--- src/rtl/dff_monitor.sv ---
// -----------------------------------------------------------------------------
// dff_monitor
//
// Run-time checker for a single D flip-flop with synchronous active-high reset,
// synchronous active-high set and complementary outputs. It observes the
// flop's inputs and outputs on the same clock. A golden model
// (reset > set > D) predicts Q. Mismatches on Q or Q_n are counted,
// timestamped and flagged.
//
// Parameters
//   CNT_W        width of err_count (saturating)
//   CYC_W        width of cycle_count / first_err_cycle (saturating)
//   STOP_ON_ERR  1 = freeze in FAIL on first mismatch, 0 = keep checking
//
// Ports
//   clk              single clock, rising edge
//   reset            synchronous, active-low; clears all state
//   en               1 = monitor active, 0 = return to IDLE
//   obs_reset        observed flop reset (active-high)
//   obs_set          observed flop set (active-high)
//   obs_D            observed flop data input
//   obs_Q            observed flop Q
//   obs_Q_n          observed flop Q_n
//   checking         1 while in CHECK
//   err_flag         sticky: at least one mismatch since last arm
//   err_count        mismatches since last arm, saturating
//   first_err_cycle  cycle_count value at first mismatch (valid if err_flag)
//   cycle_count      compared cycles since last arm, saturating
// -----------------------------------------------------------------------------
module dff_monitor #(
    parameter int unsigned CNT_W       = 8,
    parameter int unsigned CYC_W       = 16,
    parameter bit          STOP_ON_ERR = 1'b1
) (
    input  logic             clk,
    input  logic             reset,
    input  logic             en,
    input  logic             obs_reset,
    input  logic             obs_set,
    input  logic             obs_D,
    input  logic             obs_Q,
    input  logic             obs_Q_n,
    output logic             checking,
    output logic             err_flag,
    output logic [CNT_W-1:0] err_count,
    output logic [CYC_W-1:0] first_err_cycle,
    output logic [CYC_W-1:0] cycle_count
);

    typedef enum logic [1:0] {
        IDLE  = 2'd0,
        SYNC  = 2'd1,
        CHECK = 2'd2,
        FAIL  = 2'd3
    } state_e;

    localparam logic [CNT_W-1:0] CntOne = CNT_W'(1);
    localparam logic [CYC_W-1:0] CycOne = CYC_W'(1);

    state_e           state_q, state_d;
    logic             ref_q, ref_d;
    logic             err_flag_q, err_flag_d;
    logic [CNT_W-1:0] err_count_q, err_count_d;
    logic [CYC_W-1:0] first_err_q, first_err_d;
    logic [CYC_W-1:0] cycle_q, cycle_d;

    logic ref_next;
    logic mismatch;

    // Golden flop: reset wins over set, set wins over D.
    assign ref_next = obs_reset ? 1'b0 : (obs_set ? 1'b1 : obs_D);

    // ref_q holds what the flop should be showing during this cycle.
    assign mismatch = (obs_Q != ref_q) | (obs_Q_n != ~ref_q);

    always_comb begin
        // NOTE: every next-state value defaults to its register first, so no
        // path through the case below leaves a variable unassigned (no latch).
        state_d     = state_q;
        ref_d       = ref_q;
        err_flag_d  = err_flag_q;
        err_count_d = err_count_q;
        first_err_d = first_err_q;
        cycle_d     = cycle_q;

        unique case (state_q)
            IDLE: begin
                // Arming clears the results; otherwise they stay visible.
                if (en) begin
                    state_d     = SYNC;
                    err_flag_d  = 1'b0;
                    err_count_d = '0;
                    first_err_d = '0;
                    cycle_d     = '0;
                end
            end

            SYNC: begin
                // First model load; nothing to compare against yet.
                if (!en) begin
                    state_d = IDLE;
                end else begin
                    ref_d   = ref_next;
                    state_d = CHECK;
                end
            end

            CHECK: begin
                if (!en) begin
                    state_d = IDLE;
                end else begin
                    ref_d = ref_next;
                    if (cycle_q != '1) begin
                        cycle_d = cycle_q + CycOne;
                    end
                    if (mismatch) begin
                        err_flag_d = 1'b1;
                        if (err_count_q != '1) begin
                            err_count_d = err_count_q + CntOne;
                        end
                        // Timestamp uses the count before this edge's increment.
                        if (!err_flag_q) begin
                            first_err_d = cycle_q;
                        end
                        if (STOP_ON_ERR) begin
                            state_d = FAIL;
                        end
                    end
                end
            end

            FAIL: begin
                // Everything frozen until en drops or reset.
                if (!en) begin
                    state_d = IDLE;
                end
            end

            default: state_d = IDLE;
        endcase
    end

    // NOTE: state registers use non-blocking assignments so every register
    // samples the pre-edge values, matching the hardware.
    always_ff @(posedge clk) begin
        // NOTE: reset is synchronous and clears every register here; there
        // is no memory array, so nothing is deliberately left unreset.
        if (!reset) begin
            state_q     <= IDLE;
            ref_q       <= 1'b0;
            err_flag_q  <= 1'b0;
            err_count_q <= '0;
            first_err_q <= '0;
            cycle_q     <= '0;
        end else begin
            state_q     <= state_d;
            ref_q       <= ref_d;
            err_flag_q  <= err_flag_d;
            err_count_q <= err_count_d;
            first_err_q <= first_err_d;
            cycle_q     <= cycle_d;
        end
    end

    // Outputs come straight from registers; no obs_* input reaches them
    // combinationally.
    assign checking        = (state_q == CHECK);
    assign err_flag        = err_flag_q;
    assign err_count       = err_count_q;
    assign first_err_cycle = first_err_q;
    assign cycle_count     = cycle_q;

endmodule
--- config.mk ---
export PLATFORM = sky130hd
export DESIGN_NAME = dff_monitor
export DESIGN_NICKNAME = d
export VERILOG_FILES = /design/src/rtl/dff_monitor.sv
export SDC_FILE = /design/constraint.sdc
export NUM_CORES = 1
export LEC_CHECK = 0
export ABC_AREA = 1
export BUFFER_PORTS_ARGS = -buffer_cell sky130_fd_sc_hd__buf_2
export CAP_MARGIN = 10
export CORE_ASPECT_RATIO = 0.9
export CORE_MARGIN = 2
export CORE_UTILIZATION = 44
export DETAILED_ROUTE_END_ITERATION = 8
export PLACE_DENSITY_LB_ADDON = 0.12
export SYNTH_ARGS = -nofsm -noshare
export SYNTH_HDL_FRONTEND = slang
export SYNTH_SLANG_ARGS = --single-unit
--- constraint.sdc ---
create_clock -name clk -period 4.15 [get_ports clk]
set_input_delay 1.0375 -clock clk [delete_from_list [all_inputs] [get_ports clk]]
set_output_delay 1.0375 -clock clk [all_outputs]
set_load 0.02 [all_outputs]
==> out/metrics.yaml <==
status: "complete, no violations"
clock_latency_ns: 0.30
cp_cell_sequence: "inv_1 -> ha_1 -> buf_4 -> inv_1 -> nor2_1 -> o21ai_4 -> nand2_4 -> o21ai_0 -> inv_1 -> nor2_1"
r2r_end: "cycle_count[12]"
crit_type: "register to register"
crit_arrival_ns: 2.96
crit_path_frequent_cell: "inv_1"
rsz0062_at_grt: "false"
clock_sinks: 44
synthArstFlopShare: 0
coreArea_um2: 5730
worstSetupStartpointType: "register"
cts_buffers: 5
route.met2.wl_mm: 2.65
drt-pass1-iter-count: 4
vdd_drop_max_mv: 0.225
clock_skew_ns: 0.00764
grt_pass1_wl_mm: 10.9
ys_ff_latch: 44
yosysWarnings: 0
slew_viol_final: 0
max_slew_margin: 0.335
worstSetupEndpointType: "register"
r2r-start: "state_q[0]"
synth_area_leaders: "dfxtp_1 34%, nand2_1 17%, nor2_1 9.9%"
dr_wl_met3_um: 299
via_count: 2580
antenna_found_initial: 0
fin_nets: 475
fin_crit_ns: 2.76
cts.path.max_buffers: 2
setup_violations: 0
hold_viol: 0
clockRootBuffer: "clkbuf_8"
dr.max_layer_used: "met4"
synth_cell_type_count: 27
power_density_nw_per_um2: 491
holdCritStartpoint: "ref_q"
vias_per_cell: 4.85
r2r_slack_ns: 1.39
hpwl_mm: 4.45
portBuffers: 49
final_cell_mix: "118 x nand2_1, 69 x nor2_1, 53 x inv_1"
worstMarginPinSlew_ns: 0.995
post_route_cells_drive_above_1_share: 0.154
grt_max_degree: 33
synth_cells: 421
synthToLayoutAreaGrowth_pct: 13.8
ctsHoldBuffers: 0
drv_cap: 0
synth_top_area_cell: "dfxtp_1"
grt_pass1_vias: 2294
place_congestion: 0.847
leakagePower_nw: 1.39
syn-cell-area_um2: 2620
rows: 26
crit_start: "state_q[0]"
drc: 0
fmax_ghz: 0.363
die_y_um: 77.1
rr_worst_depth: 10
io_pins: 50
h-tree-depth: 2
post-route-period-util: 0.664
cts_tree: "built"
synth_fp_nets: 435
totalNegativeSetupSlack_ns: 0
synth_top_cell_area_share: 0.337
synth-edff-count: 0
initial_utilization: 0.457
track_usage: 0.201
fp.dieW_um: 85.3
synthFlopType: "dfxtp_1"
antenna_cells: 0
hold_path.class: "register to register"
ys_seq_area_frac: 0.337
whs_path_depth: 2
postCtsSetupRepairBufs: 0
min_to: "ref_q"
m1WireLength_mm: 3.45
cp_data_required_time_ns: 4.35
dieArea_um2: 6580
final_common_cell: "nand2_1"
drt_wl_total_mm: 6.46
slowest_stage: "ha_1"
total_power_mw: 1.46
critPathMaxFanout: 27
grt_overflow_total: 0
avgSynthCellArea_um2: 6.21
route.detailed.wl_per_inst_um: 12.1
dr.first_iter.drc_count: 136
critPathMaxStageDelay_ns: 0.50
postRouteAntennaNets: 0
cts_resized: 0
clk_pin_slew_worst_paths_ns: 0.09
## sequential cells by signal (all words and copies together), names as in the netlist
signal           cells
cycle_count         16
first_err_cycle     16
err_count            8
state_q              2
err_flag             1
ref_q                1
## per-stage QoR
step | worst slack [ns] | hold slack (ns) | instances | utilization | instance area [um2]
2_1_floorplan | 2.05 | 0.457 | 421 | - | 2620
3_3_place_gp | 1.33 | 0.474 | 524 | 0.500 | 2860
3_5_place_dp | 1.26 | 0.482 | 524 | 0.500 | 2860
4_1_cts | 1.40 | 0.495 | 532 | 0.520 | 2980
5_1_grt | 1.17 | 0.508 | 532 | 0.520 | 2980
6_report | 1.39 | 0.490 | 532 | 0.520 | 2980
## area by class of cell
| cell class | instances | area, um2 |
|---|---|---|
| Sequential cell | 44 | 881 |
| Inverter | 53 | 199 |
| Multi-Input combinational cell | 307 | 1440 |
| Fill cell | 591 | 2750 |
| Clock buffer | 5 | 68.8 |
| Timing Repair Buffer | 50 | 253 |
| Tap cell | 70 | 87.6 |
| Clock inverter | 3 | 46.3 |
## kinds of logic (layout without fill, tap and decap cells)
group           count (synthesis)  count (layout)  synth area share
compound gates                 46              46             0.100
xor+xnor                        2               2           0.00670
fa+ha+maj                       6               6            0.0287
buf+inv                        70             111             0.112
flops                          44              44             0.337
simple gates                  253             253             0.415
## layer usage
layer  GRT usage  vias up
li1            -     1404
met1       0.294     1116
met2       0.302       53
met3      0.0377        7
met4      0.0508        0
met5           0        -
## worst max path at each step
stage,depth (start not counted),endpoint,slack [ns]
6_report,10,cycle_count[12],1.39
3_3_place_gp,10,first_err_cycle[11],1.33
4_1_cts,10,cycle_count[12],1.40
5_1_grt,10,cycle_count[12],1.17
3_5_place_dp,10,first_err_cycle[6],1.26
2_1_floorplan,11,first_err_cycle[10],2.05
## cells in the mapped netlist (3+ instances only)
cell,n
nand2_1,118
nor2_1,69
inv_1,53
dfxtp_1,44
nand3_1,35
a21oi_1,32
nand4_1,12
nor3_1,7
buf_2,6
clkbuf_1,6
ha_1,6
o21ai_0,6
a21oi_2,4
buf_6,3
nor2_2,3
## power breakdown
group          leakage [nW]  internal (mW)  switching (mW)
clock network        0.0548          0.181           0.160
registers             0.360          0.492          0.0726
logic                 0.977          0.179           0.375
## critical path, delay by kind of cell, from the launching register on
kind / cells / cell delay, ns
AOI/OAI and AO/OA: 2 / 0.33
and+or+nand+nor: 3 / 0.55
adders and majority gates: 1 / 0.50
buffers and inverters: 4 / 0.89
DFF: 1 / 0.37
Power figures use the tool's default switching activity.
